==> config.mk <==
export PLATFORM = sky130hd
export DESIGN_NAME = pipe_hazard_ctrl
export DESIGN_NICKNAME = d
export VERILOG_FILES = /design/src/rtl/pipe_hazard_ctrl.sv
export SDC_FILE = /design/constraint.sdc
export NUM_CORES = 1
export LEC_CHECK = 0
export ABC_AREA = 1
export BUFFER_PORTS_ARGS = -buffer_cell sky130_fd_sc_hd__buf_2
export CORE_UTILIZATION = 35
export CTS_CLUSTER_SIZE = 20
export DETAILED_ROUTE_END_ITERATION = 10
export GPL_TIMING_DRIVEN = 0
export PLACE_DENSITY = 0.81
export SYNTH_ARGS = -nofsm -noshare
export SYNTH_HDL_FRONTEND = slang
export SYNTH_SLANG_ARGS = --single-unit
==> constraint.sdc <==
create_clock -name clk -period 1.2 [get_ports clk]
set_input_delay 0.12 -clock clk [delete_from_list [all_inputs] [get_ports clk]]
set_output_delay 0.12 -clock clk [all_outputs]
set_load 0.02 [all_outputs]
==> src/rtl/pipe_hazard_ctrl.sv <==
// Pipeline hazard controller for the in-order F->D->R->X core.
// Produces per-stage stall/flush controls for load-use hazards, multi-cycle execute ops,
// taken-branch redirects and debug halt/resume.
// Optional feature: define PIPE_HAZARD_CTRL_PERF_EN to add stall/redirect perf counters.
module pipe_hazard_ctrl #(
  parameter int unsigned ADDR_WIDTH      = 32,
  parameter int unsigned REG_ADDR_WIDTH  = 5,
  parameter int unsigned MULTI_CNT_WIDTH = 4,
  parameter int unsigned DRAIN_CYCLES    = 3
) (
  input  logic                      clk,
  input  logic                      rst,
  input  logic                      rd_valid,
  input  logic [REG_ADDR_WIDTH-1:0] rd_rs1,
  input  logic [REG_ADDR_WIDTH-1:0] rd_rs2,
  input  logic                      rd_rs1_use,
  input  logic                      rd_rs2_use,
  input  logic                      ex_valid,
  input  logic [REG_ADDR_WIDTH-1:0] ex_rd,
  input  logic                      ex_rd_wr,
  input  logic                      ex_is_load,
  input  logic                      ex_multi_start,
  input  logic [MULTI_CNT_WIDTH-1:0] ex_multi_cycles,
  input  logic                      ex_redirect,
  input  logic [ADDR_WIDTH-3:0]     ex_redirect_addr,
  input  logic                      halt_req,
  input  logic                      resume_req,
  output logic                      stall_f,
  output logic                      stall_d,
  output logic                      stall_r,
  output logic                      stall_x,
  output logic                      flush_d,
  output logic                      flush_r,
  output logic                      flush_x,
  output logic                      fetch_redirect,
  output logic [ADDR_WIDTH-3:0]     fetch_redirect_addr,
`ifdef PIPE_HAZARD_CTRL_PERF_EN
  output logic [31:0]               perf_stall_cycles,
  output logic [31:0]               perf_flushes,
`endif
  output logic                      halted
);

  localparam int unsigned DcntWidth = $clog2(DRAIN_CYCLES + 1);

  typedef enum logic [1:0] {StRun, StMulti, StDrain, StHalted} state_e;

  state_e                     state_q;
  logic [MULTI_CNT_WIDTH-1:0] cnt_q;
  logic [DcntWidth-1:0]       dcnt_q;
  logic                       halted_q;
  logic                       load_use;

  // Register 0 is hardwired zero, so it never creates a hazard.
  assign load_use = rd_valid & ex_valid & ex_rd_wr & ex_is_load & (ex_rd != '0) &
                    ((rd_rs1_use & (rd_rs1 == ex_rd)) | (rd_rs2_use & (rd_rs2 == ex_rd)));

  assign fetch_redirect_addr = ex_redirect_addr;
  assign halted              = halted_q;

  // Stage controls by priority: reset > multi-cycle op > redirect > load-use > drain/halt.
  always_comb begin
    stall_f        = 1'b0;
    stall_d        = 1'b0;
    stall_r        = 1'b0;
    stall_x        = 1'b0;
    flush_d        = 1'b0;
    flush_r        = 1'b0;
    flush_x        = 1'b0;
    fetch_redirect = 1'b0;
    if (!rst) begin
      flush_d = 1'b1;
      flush_r = 1'b1;
      flush_x = 1'b1;
    end else if (state_q == StMulti) begin
      stall_f = 1'b1;
      stall_d = 1'b1;
      stall_r = 1'b1;
      stall_x = 1'b1;
    end else if (ex_redirect) begin
      fetch_redirect = 1'b1;
      flush_d        = 1'b1;
      flush_r        = 1'b1;
      flush_x        = 1'b1;
    end else if (load_use) begin
      // Hold F/D/R and inject a bubble into X.
      stall_f = 1'b1;
      stall_d = 1'b1;
      stall_r = 1'b1;
      flush_x = 1'b1;
    end else if (state_q == StDrain || state_q == StHalted) begin
      stall_f = 1'b1;
      flush_d = 1'b1;
    end
  end

  // Control FSM: multi-cycle countdown, halt drain countdown and halted flag.
  always_ff @(posedge clk) begin
    if (!rst) begin
      state_q  <= StRun;
      cnt_q    <= '0;
      dcnt_q   <= '0;
      halted_q <= 1'b0;
    end else begin
      unique case (state_q)
        StRun: begin
          if (ex_multi_start && ex_multi_cycles >= MULTI_CNT_WIDTH'(2)) begin
            state_q <= StMulti;
            cnt_q   <= ex_multi_cycles - MULTI_CNT_WIDTH'(1);
          end else if (halt_req && !ex_multi_start) begin
            state_q <= StDrain;
            dcnt_q  <= DcntWidth'(DRAIN_CYCLES);
          end
        end
        StMulti: begin
          if (cnt_q == MULTI_CNT_WIDTH'(1)) begin
            state_q <= StRun;
            cnt_q   <= '0;
          end else begin
            cnt_q <= cnt_q - MULTI_CNT_WIDTH'(1);
          end
        end
        StDrain: begin
          // A load-use cycle does not advance the pipeline, so it does not count.
          if (!load_use) begin
            if (dcnt_q == DcntWidth'(1)) begin
              state_q  <= StHalted;
              dcnt_q   <= '0;
              halted_q <= 1'b1;
            end else begin
              dcnt_q <= dcnt_q - DcntWidth'(1);
            end
          end
        end
        StHalted: begin
          if (resume_req) begin
            state_q  <= StRun;
            halted_q <= 1'b0;
          end
        end
        default: state_q <= StRun;
      endcase
    end
  end

`ifdef PIPE_HAZARD_CTRL_PERF_EN
  logic [31:0] perf_stall_q;
  logic [31:0] perf_flush_q;

  // Free-running perf counters; wrap naturally at 2^32.
  always_ff @(posedge clk) begin
    if (!rst) begin
      perf_stall_q <= '0;
      perf_flush_q <= '0;
    end else begin
      if (stall_r)        perf_stall_q <= perf_stall_q + 32'd1;
      if (fetch_redirect) perf_flush_q <= perf_flush_q + 32'd1;
    end
  end

  assign perf_stall_cycles = perf_stall_q;
  assign perf_flushes      = perf_flush_q;
`endif

endmodule

==> results summary <==
The final period demand of the worst path is 1510 ps. The overflow left after global routing came out at 0. The post-detailed-route DRC marker count came out at 0. The number of global-route vias before repair came out at 1,269. The final-layout setup total negative slack came out at -2230 ps. Of the synthesized area, sequential elements account for 15.1%. The clock insertion delay at the later pin of the skew report came out at 260 ps. For this run, the leading register cell type out of synthesis is sky130_fd_sc_hd__dfxtp_1. In the global route stage, overall resource usage came out at 17.5%. In this run, synthesis produced a sequential element count of 9. The critical path goes through inv_4 > nor2_4 > inv_4 > a21oi_4 > inv_4 > a21oi_4 > buf_6 > buf_6.

The dominant delay contributor by cell family on the critical path is flip-flops. The top-level port count came out at 100. The number of inserted diodes is 0.

The critical path start-end classification is flip-flop to primary output. The maximum fanout encountered on the critical timing path came out at 3. The wire length of the first global-routing pass came out at 4910 µm.

After detailed routing, the wire length on met1 is 1370 µm. After technology mapping, the gate count stands at 202. The tightest hold path in the finished design has a slack of 132 ps.

The finished cells cover 1990 µm². By instance count, the leading cell after synthesis is sky130_fd_sc_hd__nand2_1. For this run, asynchronously set or reset flops after synthesis account for 0%.

The number of hold violations in the final report was 0. Counting stages on the worst path, the most repeated cell is sky130_fd_sc_hd__inv_4. The relative slew slack came out at 75.7%. The count of maximum capacitance violations came out at 0. The number of warnings printed during yosys synthesis came out at 0. The number of buffers added to fix hold violations after cts came out at 0. Clock tree synthesis selected as its root buffer the cell sky130_fd_sc_hd__clkbuf_4.

The uppermost metal layer occupied by signal nets is met4. The biggest area contributor in the post-synthesis netlist is sky130_fd_sc_hd__buf_4. The total clock sinks is 9. After floorplanning, the core was divided into 20 placement rows. The largest voltage drop on the vdd net came out at 0.000632 V. The post-synthesis instance area came out at 1200 µm². The number of antenna violations at the first check in global routing came out at 0. For the worst setup path, the data required time is 1080 ps. For this run, the post-layout net count is 356.

The floorplan step defined a core boundary enclosing 3150 µm². The via density per instance is 4.47. The checks that failed: negative setup slack.

The die outline area is 3660 µm². The sum of routed wire length over all layers came out at 3770 µm. The worst setup path is captured at a primary output.

The maximum number of pins on one net before global-route repair came out at 9. The share of layout cells above drive strength 1 came out at 56.7%. The layout overhead on the synthesized area came out at 66.4%. The placed instances occupy a cell area of 1620 µm². The arrival time of the worst setup path came out at 1390 ps. The die outline height came out at 60.5 µm. The TritonCTS clock tree is done. The met2 wire length is 2090 µm. The area share of the leading cell type in the synthesized netlist is 19.5%.

In this run the number of H-tree levels came out at 1. The post-placement worst setup slack is -316 ps. The leakage power of the design is 1.11 nW. Yosys attributes the largest share of cell area to sky130_fd_sc_hd__buf_4 19%, sky130_fd_sc_hd__nand2_1 16%, sky130_fd_sc_hd__dfxtp_1 15%, sky130_fd_sc_hd__inv_1 9.4%, sky130_fd_sc_hd__nor2_1 6.9%. The number of buffers inserted by port buffering came out at 69. The critical path contains buffers and inverters numbering 5 combined. The count of unique library cells instantiated by Yosys came out at 24. The upper clock frequency limit is 0.661 GHz. The number of max-slew violations in the final report is 0.

In the final routed layout, each cell accounts on average for 11.3 µm. The worst setup path is launched from a flip-flop. Power spread over the standard cell area amounts to 1600 nW/µm². The x dimension of the die came out at 60.5 µm. In this run, synthesis inferred 0 flip-flops with an integrated enable.

Buffers inserted during clock tree synthesis total 3. Setup violations remaining at the end of the flow were counted as 15. The count of vias placed by the detailed router is 1,487.

Setup repair after global routing could not meet its margin everywhere. In this design, the stage delay of the slowest critical-path cell is 370 ps. The number of antenna-violating nets in the routed design came out at 0. The total power after layout came out at 0.00319 W. The tightest min-delay check is of the input pin to flip-flop type. The met3 layer wire length in the routed design is 239 µm. The slew of the pin with the lowest slew margin is 364 ps. The initial core utilization came out at 37.9%. The routability congestion estimate from global placement is 0.885. In this run the deepest clock path goes through 2 buffers. The total iterations of the first detailed-routing run came out at 4. The CTS clock-pin slew for the worst setup and hold paths came out at 70 ps. After the first detailed-routing iteration, the DRC count stood at 39. The detailed-placement wirelength estimate is 2340 µm. The net count of the mapped netlist came out at 268. The clock tree skew after final layout came out at 2.48 ps. The average footprint of a synthesized cell came out at 5.92 µm². After layout, the worst setup slack is -312 ps. The cell with the largest stage delay on the worst path is sky130_fd_sc_hd__dfxtp_4. Of the available clock period, the critical path in the final layout requires 126%. The flow ran to the end, but the final reports show violations. Ranked by instance count, the synthesized netlist is headed by 50 x sky130_fd_sc_hd__nand2_1, 31 x sky130_fd_sc_hd__buf_4, 30 x sky130_fd_sc_hd__inv_1, 22 x sky130_fd_sc_hd__nor2_1, 11 x sky130_fd_sc_hd__nand3_1.
[per-stage QoR]
stage	instances	utilization, %
floorplan	202	-
global placement	315	51.5
detailed placement	315	51.5
CTS	331	57.6
global route	333	63.1
finish	333	63.1
[cells in the final DEF (no fill, tap or decap), drive strengths merged]
master	synthesis	routed
o22ai	2	2
a31oi	1	1
inv	37	36
dfxtp	9	9
nand2	54	54
a21oi	9	9
clkinv	0	1
xnor2	2	2
nand4	3	3
ha	5	5
nand3	12	12
a211oi	2	2
xor2	1	1
nor2	24	24
clkbuf	0	4
nor3	2	2
buf	31	114
o21ai	7	7
nand3b	1	1
[flip-flops by register name, summed over array words and instances, names as in the netlist]
register and count:
halted 1, state_q 2, dcnt_q 2, cnt_q 4
[where the power goes]
part	internal [W]	switching [W]	total, W
clock	0.000129	0.000121	0.000249
sequential	0.000446	0.000102	0.000549
combinational	0.00105	0.00134	0.00239
total	0.00162	0.00157	0.00319
[path summary, 6_finish.rpt]
check	start	to	slack [ps]	cells after the start
setup / recovery	state_q[0]$_SDFFE_PN0P_	stall_r	-310	8
hold / removal	rst	cnt_q[0]$_SDFFE_PN0P_	130	3
hold reg to reg	dcnt_q[0]$_SDFFE_PN0P_	dcnt_q[0]$_SDFFE_PN0P_	500	2
setup reg to reg	state_q[0]$_SDFFE_PN0P_	state_q[0]$_SDFFE_PN0P_	-130	9
[worst min-delay path, stage by stage]
cell	delay, ps
sky130_fd_sc_hd__buf_2	140
sky130_fd_sc_hd__o21ai_2	60
sky130_fd_sc_hd__a21oi_1	40
[cell families (layout without fill, tap and decap cells)]
logic type / count (synthesis) / count (layout) / synth area share, %
and+or+nand+nor: 96 / 96 / 35.1
DFF: 9 / 9 / 15.1
xor gates and xnor gates: 3 / 3 / 2.20
AOI/OAI and AO/OA: 21 / 21 / 11.3
buffers and inverters: 68 / 155 / 31.1
adders and majority gates: 5 / 5 / 5.23
[cell type report]
class	count	area (µm²)
Buffer	31	236
Clock buffer	4	26.3
Fill cell	282	1160
Inverter	37	164
Multi-Input combinational cell	125	832
Sequential cell	9	194
Tap cell	44	55.1
Timing Repair Buffer	83	483
[routing by layer]
layer  vias up  track usage [%]
li1        766                -
met1       650             18.5
met2        61             34.2
met3        10             2.99
met4         0             6.49
met5         -                0
[timing repair]
action                     4_1_cts  5_1_grt
buffers inserted                12        4
gates resized for setup         23       38
pin swaps                        6       15
setup endpoints to repair       16       17
Power figures use the tool's default switching activity.
